[src/rtl/dma_pkg.sv]
// Shared definitions for the DMA copy engine: FSM state encoding and word size.
package dma_pkg;

    localparam int unsigned WORD_BYTES = 4;

    typedef enum logic [1:0] {
        IDLE  = 2'd0,
        READ  = 2'd1,
        WRITE = 2'd2,
        DONE  = 2'd3
    } dma_state_e;

endpackage

[src/rtl/dma_addr_check.sv]
// Combinational alignment and range check for one side (source or destination) of a copy.
module dma_addr_check
    import dma_pkg::*;
#(
    parameter int MEM_BYTES = 1024,
    parameter int LEN_W     = 9
) (
    input  logic [31:0]      addr,
    input  logic [LEN_W-1:0] len,
    output logic             err
);

    // One extra bit so that a region wrapping past 2^32 cannot look in range.
    logic [32:0] end_addr;

    assign end_addr = {1'b0, addr} + (33'(len) * 33'(WORD_BYTES));
    assign err      = (addr[1:0] != 2'b00) || (end_addr > 33'(MEM_BYTES));

endmodule

[src/rtl/dma_copy_engine.sv]
// Single-channel word copy engine: alternates one read and one write per word,
// ascending addresses, with an up-front alignment/range check on both regions.
module dma_copy_engine
    import dma_pkg::*;
#(
    parameter int MEM_BYTES = 1024,
    parameter int LEN_W     = 9
) (
    input  logic             clk,
    input  logic             reset,
    input  logic             start,
    input  logic [31:0]      src_addr,
    input  logic [31:0]      dst_addr,
    input  logic [LEN_W-1:0] len,
    output logic             busy,
    output logic             done,
    output logic             err,
    output logic             mem_rd,
    output logic             mem_wr,
    output logic [31:0]      mem_addr,
    output logic [31:0]      mem_wdata,
    input  logic [31:0]      mem_rdata
);

    dma_state_e       state;
    logic [31:0]      src_ptr;
    logic [31:0]      dst_ptr;
    logic [LEN_W-1:0] remaining;
    logic             src_err;
    logic             dst_err;

    dma_addr_check #(.MEM_BYTES(MEM_BYTES), .LEN_W(LEN_W)) u_src_check (
        .addr (src_addr),
        .len  (len),
        .err  (src_err)
    );

    dma_addr_check #(.MEM_BYTES(MEM_BYTES), .LEN_W(LEN_W)) u_dst_check (
        .addr (dst_addr),
        .len  (len),
        .err  (dst_err)
    );

    // All outputs are registered for the state being entered, so the memory
    // strobes line up with the state they belong to; mem_wdata doubles as the
    // data register that holds the word between its read and its write.
    always_ff @(posedge clk or posedge reset) begin
        if (reset) begin
            state     <= IDLE;
            src_ptr   <= '0;
            dst_ptr   <= '0;
            remaining <= '0;
            busy      <= 1'b0;
            done      <= 1'b0;
            err       <= 1'b0;
            mem_rd    <= 1'b0;
            mem_wr    <= 1'b0;
            mem_addr  <= '0;
            mem_wdata <= '0;
        end else begin
            done <= 1'b0;
            case (state)
                IDLE: begin
                    busy      <= 1'b0;
                    mem_rd    <= 1'b0;
                    mem_wr    <= 1'b0;
                    mem_addr  <= '0;
                    mem_wdata <= '0;
                    if (start) begin
                        src_ptr   <= src_addr;
                        dst_ptr   <= dst_addr;
                        remaining <= len;
                        busy      <= 1'b1;
                        if (src_err || dst_err) begin
                            err   <= 1'b1;
                            done  <= 1'b1;
                            state <= DONE;
                        end else begin
                            err <= 1'b0;
                            if (len == '0) begin
                                done  <= 1'b1;
                                state <= DONE;
                            end else begin
                                mem_rd   <= 1'b1;
                                mem_addr <= src_addr;
                                state    <= READ;
                            end
                        end
                    end
                end

                READ: begin
                    mem_rd    <= 1'b0;
                    mem_wr    <= 1'b1;
                    mem_addr  <= dst_ptr;
                    mem_wdata <= mem_rdata;
                    state     <= WRITE;
                end

                WRITE: begin
                    mem_wr    <= 1'b0;
                    mem_wdata <= '0;
                    src_ptr   <= src_ptr + 32'(WORD_BYTES);
                    dst_ptr   <= dst_ptr + 32'(WORD_BYTES);
                    remaining <= remaining - LEN_W'(1);
                    if (remaining == LEN_W'(1)) begin
                        mem_addr <= '0;
                        done     <= 1'b1;
                        state    <= DONE;
                    end else begin
                        mem_rd   <= 1'b1;
                        mem_addr <= src_ptr + 32'(WORD_BYTES);
                        state    <= READ;
                    end
                end

                DONE: begin
                    busy  <= 1'b0;
                    state <= IDLE;
                end

                default: begin
                    busy   <= 1'b0;
                    mem_rd <= 1'b0;
                    mem_wr <= 1'b0;
                    state  <= IDLE;
                end
            endcase
        end
    end

endmodule

[config.mk]
export PLATFORM = sky130hd
export DESIGN_NAME = dma_copy_engine
export DESIGN_NICKNAME = d
export VERILOG_FILES = /design/src/rtl/dma_pkg.sv /design/src/rtl/dma_addr_check.sv /design/src/rtl/dma_copy_engine.sv
export SDC_FILE = /design/constraint.sdc
export NUM_CORES = 1
export LEC_CHECK = 0
export ABC_AREA = 1
export CAP_MARGIN = 20
export CORE_UTILIZATION = 30
export DETAILED_ROUTE_END_ITERATION = 7
export GPL_ROUTABILITY_DRIVEN = 1
export GPL_TIMING_DRIVEN = 0
export MAX_ROUTING_LAYER = met4
export PLACE_DENSITY_LB_ADDON = 0.25
export SYNTH_ARGS = -nofsm -noshare
export SYNTH_HDL_FRONTEND = slang
export SYNTH_SLANG_ARGS = --single-unit
[constraint.sdc]
create_clock -name clk -period 7.99 [get_ports clk]
set_input_delay 1.598 -clock clk [delete_from_list [all_inputs] [get_ports clk]]
set_output_delay 1.598 -clock clk [all_outputs]
set_load 0.005 [all_outputs]
==> reports/results.ini <==
[status]
status=complete, no violations

[final_layout]
most-common-layout-cells=431 x nand2_1, 192 x inv_1, 176 x clkdlybuf4s50_1, 152 x nand3_1, 144 x dfrtp_1
nFillCells=3767
nets=1936
final_common_cell=nand2_1
final_cells=2267
area_growth_pct=27.7
drive_gt1_share_pct=5.41

[detailed_routing]
ant_nets=0
drc=0
vias=11846
drt-initial-drc-count=1192
wl_per_cell_microns=18.1
routed_wl_microns=41100
via_per_inst=5.23
dr.pass1.iters=5

[cts]
htreeDepth=4
numCtsBuffers=17
cts.sinks=144
cts_resized=0
worstSkewPairLatency_ps=440
cts_setup_buffers=0
cts_tree=built
cts.clk_slew.worst_paths_ps=70
cts_hold_repair.buffers=0
cts_buffer_depth=2
cts-root-buf=clkbuf_16

[timing]
skew_ps=11.3
rsz0062_at_grt=no
final-setup-viol-count=0
whs_ps=478
min_period_over_period_pct=59.2
fmax_mhz=212
maxSlewViolCount=0
relSlewSlack_pct=46.1
hold_viol_final=0
post-route-min-period_ps=4730
worstMarginPinSlew_ps=809
fin_setup_tns_ps=0

[global_routing]
grt_pass1_wl_microns=63900
grt_pass1_vias=11153
grt_usage_pct=23.7
antenna_found_initial=0
grt_start_max_net_pins=77
globalRouteOverflowTotal=0

[pwr]
powerDensity_nw_per_um2=340
peakVddDrop_mv=0.192
total_power_mw=4.63
p_leak_nw=6.31

[setup_path]
worstSetupPathType=in2reg
start_kind=input pin
required_ps=8350
critPathCaptureType=flip-flop
cp_max_fo=10
worstPathArrival_ps=5090

[floorplanning]
core_sq_um=34700
die_w_microns=190
die_area_sq_um=36200
start_util_pct=30.7
fp.dieH_microns=190
ios=177
rows=68

[placement]
dp_cells=2234
dp_hpwl_microns=32500
io_buffers=176
place.gp.congestion=0.977

[synthesis]
synth_cell_types=51
netlist_area_sq_um=10600
synth_seq_area_share_pct=33.9
synth_edf_count=0
ys.flop_type=dfrtp_1
ys_ff_latch=144
async_flop_share_pct=100
syn_inst=1602
avgSynthCellArea_sq_um=6.64
yosysWarningCount=0
synthesis.nets=1740

[flow_run]
drv_cap=0

[worst_hold_path]
hp-class=reg2reg

-- cells in the mapped netlist, types with 3 or more instances --
library cell,n,share of area (%)
nand3_2,4,0.38
o21ai_0,89,4.2
dfrtp_1,144,34
nand2_1,431,15
a32oi_1,3,0.25
o211ai_1,8,0.56
inv_1,193,6.8
a31oi_1,3,0.18
clkbuf_1,46,1.6
nor2_1,122,4.3
a32o_1,4,0.38
nor3_2,6,0.56
a21oi_1,102,4.8
nor3_1,30,1.4
o21ai_1,12,0.56
nand2_2,15,0.88
xor2_1,17,1.4
or2_2,8,0.47
inv_2,9,0.32
ha_1,28,3.3
nor2_4,4,0.42
nor2_2,10,0.59
nand3_1,152,7.1
nand4_1,38,2.2
buf_1,10,0.35
a22oi_1,27,1.9
o22ai_1,26,1.5
nor4_1,23,1.4
nand3b_1,9,0.63
-- logic make-up after synthesis --
group / after synthesis / synth area share [%]
AND/OR/NAND/NOR: 861 / 36.4
AO/OA/AOI/OAI: 284 / 15.1
flip-flops: 144 / 33.9
adder cells (fa/ha/maj): 30 / 3.67
multiplexers: 1 / 0.0941
XOR/XNOR: 18 / 1.48
buffers and inverters: 264 / 9.44
-- area by class of cell --
cell class | count | area, sq um | area share, %
antenna | 1 | 2.50 | 0.0184
buffer | 60 | 239 | 1.76
clock buffer | 18 | 439 | 3.23
clock inverter | 14 | 146 | 1.08
inverter | 204 | 771 | 5.67
multi-input combinational | 1194 | 6030 | 44.4
sequential | 144 | 3600 | 26.5
tap | 455 | 569 | 4.19
timing repair buffer | 177 | 1790 | 13.2
-- routing by layer --
| layer | wire length (microns) | vias up | part of all wire, % | track usage (%) |
|---|---|---|---|---|
| li1 | - | 5727 | - | - |
| met1 | 19100 | 5624 | 46 | 32.5 |
| met3 | 2720 | 50 | 6.6 | 4.18 |
| met4 | 1020 | 0 | 2.5 | 6.68 |
| met2 | 18300 | 445 | 44 | 35.6 |
| met5 | 0 | - | 0 | - |
-- sequential cells by signal, indices dropped and copies added, names as in the netlist, 2 cells and up --
name / count
remaining: 9
src_ptr: 32
mem_addr: 32
state: 2
mem_wdata: 32
dst_ptr: 32
-- through the flow --
stage               instance area [sq um]  setup slack (ps)  utilization [%]
floorplan                           10600              2530                -
global placement                    13000              31.3             37.4
detailed placement                  13000              2910             37.5
CTS                                 13600              3340             39.2
global route                        13600              2980             39.2
finish                              13600              3260             39.2
-- final timing paths --
| check | start | endpoint | slack [ps] | cells after the start |
|---|---|---|---|---|
| max in group asynchronous | reset | remaining[3] | 5530 | 3 |
| worst max-delay path | src_addr[2] | mem_addr[2] | 3260 | 19 |
| min in group asynchronous | reset | mem_addr[12] | 1650 | 2 |
| worst min-delay path | mem_addr[18] | mem_addr[18] | 480 | 2 |
| worst min register to register | mem_addr[18] | mem_addr[18] | 480 | 2 |
| worst max register to register | state[0] | src_ptr[7] | 4710 | 9 |
-- where the power goes --
group	internal [mW]	switching, mW	leakage, nW
sequential	1.06	0.253	1.78
combinational	0.853	1.64	4.24
clock	0.450	0.366	0.289
total	2.36	2.26	6.31
-- worst max-delay path: stages --
cell and delay, ps:
clkdlybuf4s50_1 530, ha_1 300, fa_1 430, nand2_1 110, nand2_1 80, nand3b_1 100, nand2_1 110, nand2_1 120
nand2_2 130, nand3b_1 160, o21ai_0 90, nor2_1 100, nand2_1 60, nor2_1 170, nand4_1 170, nor2_2 360
buf_6 200, nand4_1 90, a21oi_1 150
No activity file was read; power rests on OpenSTA's default activity.
